`config.mk`:
```
export PLATFORM = sky130hd
export DESIGN_NAME = trade_report_packer
export DESIGN_NICKNAME = d
export VERILOG_FILES = /design/src/rtl/trade_report_packer_pkg.sv /design/src/rtl/trade_report_packer_fifo.sv /design/src/rtl/trade_report_packer.sv
export SDC_FILE = /design/constraint.sdc
export NUM_CORES = 2
export LEC_CHECK = 0
export ABC_CLOCK_PERIOD_IN_PS = 4800
export BUFFER_PORTS_ARGS = -buffer_cell sky130_fd_sc_hd__buf_2
export CORE_MARGIN = 8
export CORE_UTILIZATION = 45
export DETAILED_ROUTE_END_ITERATION = 10
export SYNTH_ARGS = -nofsm -noshare
export SYNTH_HDL_FRONTEND = slang
export SYNTH_SLANG_ARGS = --single-unit
```
`constraint.sdc`:
```
create_clock -name clk -period 4.8 [get_ports clk]
set_input_delay 0 -clock clk [delete_from_list [all_inputs] [get_ports clk]]
set_output_delay 0 -clock clk [all_outputs]
set_load 0.05 [all_outputs]
```
`src/rtl/trade_report_packer_pkg.sv`:
```
// Shared constants, header layout and FSM encoding for the trade report packer.
package trade_report_packer_pkg;

  localparam logic [15:0] TRADE_MAGIC = 16'h7B01;

  localparam int unsigned HDR_MAGIC_MSB = 31;
  localparam int unsigned HDR_MAGIC_LSB = 16;
  localparam int unsigned HDR_SEQ_MSB   = 15;
  localparam int unsigned HDR_SEQ_LSB   = 8;
  localparam int unsigned HDR_CNT_MSB   = 7;
  localparam int unsigned HDR_CNT_LSB   = 0;

  typedef enum logic [1:0] {
    ST_IDLE = 2'd0,
    ST_HDR  = 2'd1,
    ST_TS   = 2'd2,
    ST_PAY  = 2'd3
  } state_e;

  // Frame header: {magic, sequence number, payload word count}
  function automatic logic [31:0] make_hdr(input logic [7:0] seq, input logic [7:0] cnt);
    logic [31:0] h;
    h = '0;
    h[HDR_MAGIC_MSB:HDR_MAGIC_LSB] = TRADE_MAGIC;
    h[HDR_SEQ_MSB:HDR_SEQ_LSB]     = seq;
    h[HDR_CNT_MSB:HDR_CNT_LSB]     = cnt;
    return h;
  endfunction

endpackage

```
`src/rtl/trade_report_packer_fifo.sv`:
```
// Synchronous first-word-fall-through FIFO; full/empty derive from the registered level.
module trade_report_packer_fifo #(
  parameter int unsigned AW = 6,
  parameter int unsigned DW = 32
) (
  input  logic          clk,
  input  logic          rst_n,
  input  logic          i_push,
  input  logic          i_pop,
  input  logic [DW-1:0] i_din,
  output logic [DW-1:0] o_dout,
  output logic          o_empty,
  output logic          o_full,
  output logic [AW:0]   o_level
);

  localparam int unsigned DEPTH = 1 << AW;

  logic [DW-1:0] r_mem [DEPTH];
  logic [AW-1:0] r_wptr;
  logic [AW-1:0] r_rptr;
  logic [AW:0]   r_level;
  logic          w_push;
  logic          w_pop;

  assign o_full  = (r_level == (AW+1)'(DEPTH));
  assign o_empty = (r_level == '0);
  assign o_level = r_level;
  assign o_dout  = r_mem[r_rptr];
  assign w_push  = i_push & ~o_full;
  assign w_pop   = i_pop & ~o_empty;

  always_ff @(posedge clk) begin
    if (!rst_n) begin
      r_wptr  <= '0;
      r_rptr  <= '0;
      r_level <= '0;
    end else begin
      if (w_push) r_wptr <= r_wptr + AW'(1);
      if (w_pop)  r_rptr <= r_rptr + AW'(1);
      case ({w_push, w_pop})
        2'b10:   r_level <= r_level + (AW+1)'(1);
        2'b01:   r_level <= r_level - (AW+1)'(1);
        default: r_level <= r_level;
      endcase
    end
  end

  // Storage needs no reset; only pointer-covered entries are ever read out
  always_ff @(posedge clk) begin
    if (w_push) r_mem[r_wptr] <= i_din;
  end

endmodule

```
`src/rtl/trade_report_packer.sv`:
```
// Buffers trade words and emits framed AXI-Stream batches (header, optional timestamp, payload).
// Optional feature: define TRADE_PACKER_TIMESTAMP_EN to send a cycle-count timestamp after the header.
module trade_report_packer
  import trade_report_packer_pkg::*;
#(
  parameter int unsigned FIFO_AW       = 6,
  parameter int unsigned MAX_BATCH     = 16,
  parameter int unsigned FLUSH_TIMEOUT = 1024
) (
  input  logic               clk,
  input  logic               rst_n,
  input  logic               i_trade_valid,
  input  logic [31:0]        i_trade_info,
  output logic [31:0]        o_m_tdata,
  output logic               o_m_tvalid,
  input  logic               i_m_tready,
  output logic               o_m_tlast,
  output logic [FIFO_AW:0]   o_fifo_level,
  output logic [15:0]        o_overflow_count,
  output logic               o_busy
);

  localparam int unsigned LVL_W = FIFO_AW + 1;
  localparam int unsigned TMR_W = $clog2(FLUSH_TIMEOUT + 1);

  state_e             r_state;
  logic [7:0]         r_seq;
  logic [7:0]         r_n;
  logic [7:0]         r_cnt;
  logic [TMR_W-1:0]   r_timer;
  logic [15:0]        r_ovf;
  logic [31:0]        w_fifo_dout;
  logic               w_fifo_empty;
  logic               w_fifo_full;
  logic [LVL_W-1:0]   w_level;
  logic               w_start;
  logic               w_pay_hs;
  logic               w_last;
  logic [7:0]         w_n;
  logic [31:0]        w_tdata;
`ifdef TRADE_PACKER_TIMESTAMP_EN
  logic [31:0]        r_ts;
  logic [31:0]        r_ts_lat;
`endif

  trade_report_packer_fifo #(.AW(FIFO_AW), .DW(32)) u_fifo (
    .clk     (clk),
    .rst_n   (rst_n),
    .i_push  (i_trade_valid),
    .i_pop   (w_pay_hs),
    .i_din   (i_trade_info),
    .o_dout  (w_fifo_dout),
    .o_empty (w_fifo_empty),
    .o_full  (w_fifo_full),
    .o_level (w_level)
  );

  assign w_start  = (r_state == ST_IDLE) &&
                    ((w_level >= LVL_W'(MAX_BATCH)) ||
                     (!w_fifo_empty && (r_timer == TMR_W'(FLUSH_TIMEOUT))));
  assign w_n      = (w_level >= LVL_W'(MAX_BATCH)) ? 8'(MAX_BATCH) : 8'(w_level);
  assign w_pay_hs = (r_state == ST_PAY) && i_m_tready;
  assign w_last   = (r_cnt == (r_n - 8'd1));

  // Frame sequencing; n is frozen at frame start so later arrivals roll into the next frame
  always_ff @(posedge clk) begin
    if (!rst_n) begin
      r_state <= ST_IDLE;
      r_seq   <= '0;
      r_n     <= '0;
      r_cnt   <= '0;
    end else begin
      case (r_state)
        ST_IDLE: begin
          if (w_start) begin
            r_n     <= w_n;
            r_cnt   <= '0;
            r_state <= ST_HDR;
          end
        end
        ST_HDR: begin
`ifdef TRADE_PACKER_TIMESTAMP_EN
          if (i_m_tready) r_state <= ST_TS;
`else
          if (i_m_tready) r_state <= ST_PAY;
`endif
        end
        ST_TS: begin
          if (i_m_tready) r_state <= ST_PAY;
        end
        ST_PAY: begin
          if (i_m_tready) begin
            if (w_last) begin
              r_seq   <= r_seq + 8'd1;
              r_state <= ST_IDLE;
            end else begin
              r_cnt <= r_cnt + 8'd1;
            end
          end
        end
        default: r_state <= ST_IDLE;
      endcase
    end
  end

  // Idle flush timer: only runs while waiting in IDLE with data buffered
  always_ff @(posedge clk) begin
    if (!rst_n || w_fifo_empty || w_start) begin
      r_timer <= '0;
    end else if ((r_state == ST_IDLE) && (r_timer != TMR_W'(FLUSH_TIMEOUT))) begin
      r_timer <= r_timer + TMR_W'(1);
    end
  end

  always_ff @(posedge clk) begin
    if (!rst_n) begin
      r_ovf <= '0;
    end else if (i_trade_valid && w_fifo_full && (r_ovf != 16'hFFFF)) begin
      r_ovf <= r_ovf + 16'd1;
    end
  end

`ifdef TRADE_PACKER_TIMESTAMP_EN
  always_ff @(posedge clk) begin
    if (!rst_n) begin
      r_ts     <= '0;
      r_ts_lat <= '0;
    end else begin
      r_ts <= r_ts + 32'd1;
      if (w_start) r_ts_lat <= r_ts;
    end
  end
`endif

  always_comb begin
    w_tdata = '0;
    case (r_state)
      ST_HDR:  w_tdata = make_hdr(r_seq, r_n);
`ifdef TRADE_PACKER_TIMESTAMP_EN
      ST_TS:   w_tdata = r_ts_lat;
`endif
      ST_PAY:  w_tdata = w_fifo_dout;
      default: w_tdata = '0;
    endcase
  end

  assign o_m_tdata        = w_tdata;
  assign o_m_tvalid       = (r_state != ST_IDLE);
  assign o_m_tlast        = (r_state == ST_PAY) && w_last;
  assign o_fifo_level     = w_level;
  assign o_overflow_count = r_ovf;
  assign o_busy           = (r_state != ST_IDLE) || !w_fifo_empty;

endmodule
```
==> summary.txt <==
Status -> complete, no violations
Slew Limit Headroom -> 27.9%
# Post-CTS Setup Buffers -> 0
Seq/Total Area, Yosys -> 76.7%
Logic gate share of total power -> 4.8%
Psw -> 8.33 mW
WS Path Type -> flip-flop to output pin
Detailed Routing Iterations Pass 1 -> 5
Nets -> 4177
HPWL after DPL -> 132000 um
Synth cell types -> 79
Mapped Cells -> 3784
Switch share -> 21.6%
RePlAce Congestion -> 0.834
CP Data Arrival Time -> 4500 ps
Post-route ant nets -> 0
Post-Syn Area -> 0.0822 mm2
Max Cap Viol -> 0
Number of synthesized flops with an enable pin -> 2048
Asr flop ratio synth -> 0%
VDD IR max -> 0.315 mV
Final Cycle Share -> 93.7%
Most frequent cells in the layout -> 2048 x edfxtp_1, 558 x mux4_2, 219 x clkbuf_16
Clk sinks -> 2125
Crit path top cell by count -> mux4_2
Antenna violations before repair -> 8
Post-Route Utilization -> 51.8%
Post-cts gate resize count -> 0
HP Class -> primary input to flip-flop
Grt total ovfl -> 0
Fin. max-slew vios -> 0
Drt wl/cell -> 32.1 um
I/O Pins -> 94
Biggest cell delay along the critical path -> 670 ps
Clock Power Share -> 42.3%
Crit end category -> output pin
Via density per instance -> 6.06
Pleak -> 28.7 nW
Worst path cell trace -> buf_12 > buf_4 > mux4_2 > mux4_2 > a22oi_1 > nand2_1 > buf_2
Root Driver -> clkbuf_16
Fin Clk Skew -> 50.1 ps
Hold bufs inserted after CTS -> 39
First-pass GRT wire length -> 304000 um
TritonCTS clock tree -> done
Commonest non-fill, non-tap cell in the layout -> edfxtp_1
RSZ-0062 raised after global routing -> false
Int Pwr -> 30.3 mW
Synthesized Nets -> 3833
H-tree depth -> 4
# setup viols final -> 0
Synth Register Bits -> 2125
Worst Setup Start Kind -> flip-flop
Iteration-0 DRC count of the detailed router -> 4999
Die H -> 443 um
Tot GR Track Use -> 21.3%
Bufs and invs on worst path -> 3
Reg power frac -> 53.0%
CORE AREA -> 0.182 mm2
Buffer depth of the longest clock path -> 3
Num rows -> 157
# port buffers -> 93
Area grow syn2layout -> 14.9%
WL final -> 215000 um
Max Freq -> 0.222 GHz
Die ar. -> 0.197 mm2
Post-Route Setup TNS -> 0 ps
Drt drc -> 0
Least-Margin Pin Slew -> 1080 ps
Slowest cell on crit path -> a22oi_1
Crit path required time -> 4800 ps
Largest net degree at the start of global routing -> 68
Number of CTS-inserted buffers -> 212
Die width -> 443 um
Syn avg cell area -> 21.7 um2
CP Max Fanout -> 25
Hold Violations, Final -> 0
Vias -> 40.6k
Cell Pwr Density -> 408 mW/mm2
Top Family by Delay on Critical Path -> multiplexers
Fin crit period -> 4500 ps
Starting Density -> 45.1%
Layout cells sized above 1 -> 28.6%
Vias in the first global route -> 40.4k
Clock Latency Late Sink -> 850 ps
Clock transition at path regs -> 60 ps
Top_reg_cell synth -> edfxtp_1
Synth warn -> 0
==> state kept, by name (all words and copies together), names as in the netlist, named ones only <==
| signal | flops |
|---|---|
| u_fifo.r_wptr | 6 |
| r_seq | 8 |
| o_overflow_count | 16 |
| u_fifo.r_rptr | 6 |
| r_state | 2 |
| u_fifo.r_mem | 2048 |
| u_fifo.o_level | 7 |
| r_cnt | 8 |
| r_timer | 11 |
| r_n | 7 |
==> metal layers <==
| layer | vias to the layer above | wire length (um) | GRT usage (%) | share of wire (%) |
|---|---|---|---|---|
| li1 | 16700 | - | - | - |
| met1 | 21900 | 89100 | 30.8 | 41 |
| met2 | 1779 | 103000 | 33.9 | 48 |
| met3 | 275 | 18300 | 4.34 | 8.5 |
| met4 | 0 | 4830 | 5.10 | 2.2 |
| met5 | - | 0 | 0 | 0 |
==> logic make-up (layout without fill, tap and decap cells) <==
logic type / count (synthesis) / in the layout / synth area share [%]
simple gates: 438 / 438 / 2.60
flops: 2125 / 2125 / 76.7
fa+ha+maj: 13 / 13 / 0.198
xor+xnor: 45 / 45 / 0.496
mux: 632 / 632 / 16.2
buf+inv: 227 / 748 / 1.36
other cells: 0 / 8 / 0
compound gates: 304 / 304 / 2.51
==> final cells by class <==
cell class                 instances  area, um2
tap                             2385       2980
antenna                            8       20.0
timing repair buffer             335       2950
clock buffer                     270       5670
inverter                          22       85.1
sequential                      2125      63100
fill                           14200      87800
clock inverter                   121       1120
multi-input combinational       1432      18600
==> power groups by stage <==
stage	Clock [mW]	Combinational, mW	Sequential [mW]
detailed placement	0	1.84	20.8
global route	17.2	1.94	20.4
floorplan	0	0.956	20.8
finish	16.3	1.84	20.4
global placement	0	1.82	20.8
CTS	16.6	1.87	20.4
==> final timing paths <==
| kind | to | start | slack, ps | depth (start not counted) |
|---|---|---|---|---|
| setup / recovery | o_m_tdata[8] | flip-flop | 300 | 7 |
| hold / removal | u_fifo.r_wptr[1]$_SDFFE_PN0P_ | i_trade_valid | 170 | 6 |
| setup reg to reg | u_fifo.o_level[6]$_SDFFE_PN0P_ | r_state[0]$_SDFFE_PN0P_ | 940 | 12 |
| hold reg to reg | r_state[0]$_SDFFE_PN0P_ | r_state[0]$_SDFFE_PN0P_ | 500 | 2 |
==> per-stage QoR <==
| stage | area, um2 | hold WS [ps] | power [mW] | setup slack, ps | instances |
|---|---|---|---|---|---|
| after floorplan | 82200 | 98.9 | 21.8 | 1040 | 3784 |
| after global placement | 87300 | 229 | 22.6 | 1010 | 6260 |
| after detailed placement | 87300 | 241 | 22.7 | 1010 | 6260 |
| after CTS | 94500 | 96.3 | 38.9 | 143 | 6690 |
| after global routing | 94500 | 192 | 39.6 | 141 | 6691 |
| final | 94500 | 168 | 38.6 | 303 | 6698 |
==> cells in the mapped netlist (6+ instances only) <==
cell type,n,area (um2)
a2111oi_0,8,70.1
a211oi_1,18,135
a21oi_1,76,380
a221o_1,6,60.1
a221oi_1,9,78.8
a22oi_1,33,248
a31oi_1,12,75.1
and2_1,12,75.1
and3_1,14,87.6
buf_1,24,90.1
buf_2,61,305
buf_4,31,233
buf_6,9,101
clkbuf_1,78,293
dfxtp_1,77,1540
edfxtp_1,2048,61500
ha_1,13,163
inv_1,20,75.1
mux2i_1,73,731
mux4_2,558,12600
nand2_1,94,353
nand2b_1,18,113
nand3_1,38,190
nand4_1,17,106
nor2_1,154,578
nor2b_1,24,150
nor3_1,14,70.1
nor3b_1,9,67.6
nor4_1,6,37.5
o211ai_1,10,75.1
o21ai_0,35,175
o221ai_1,13,114
o22ai_1,39,244
or2_2,6,37.5
or3_1,7,43.8
or4_1,10,75.1
xnor2_1,14,123
xor2_1,30,263
==> worst min-delay path, stage by stage <==
cell,delay (ps)
dlygate4sd3_1,540
buf_2,150
inv_1,70
nor2_1,80
nand2_1,80
a21oi_1,50
Note: power is estimated with default switching activity, not from simulation.
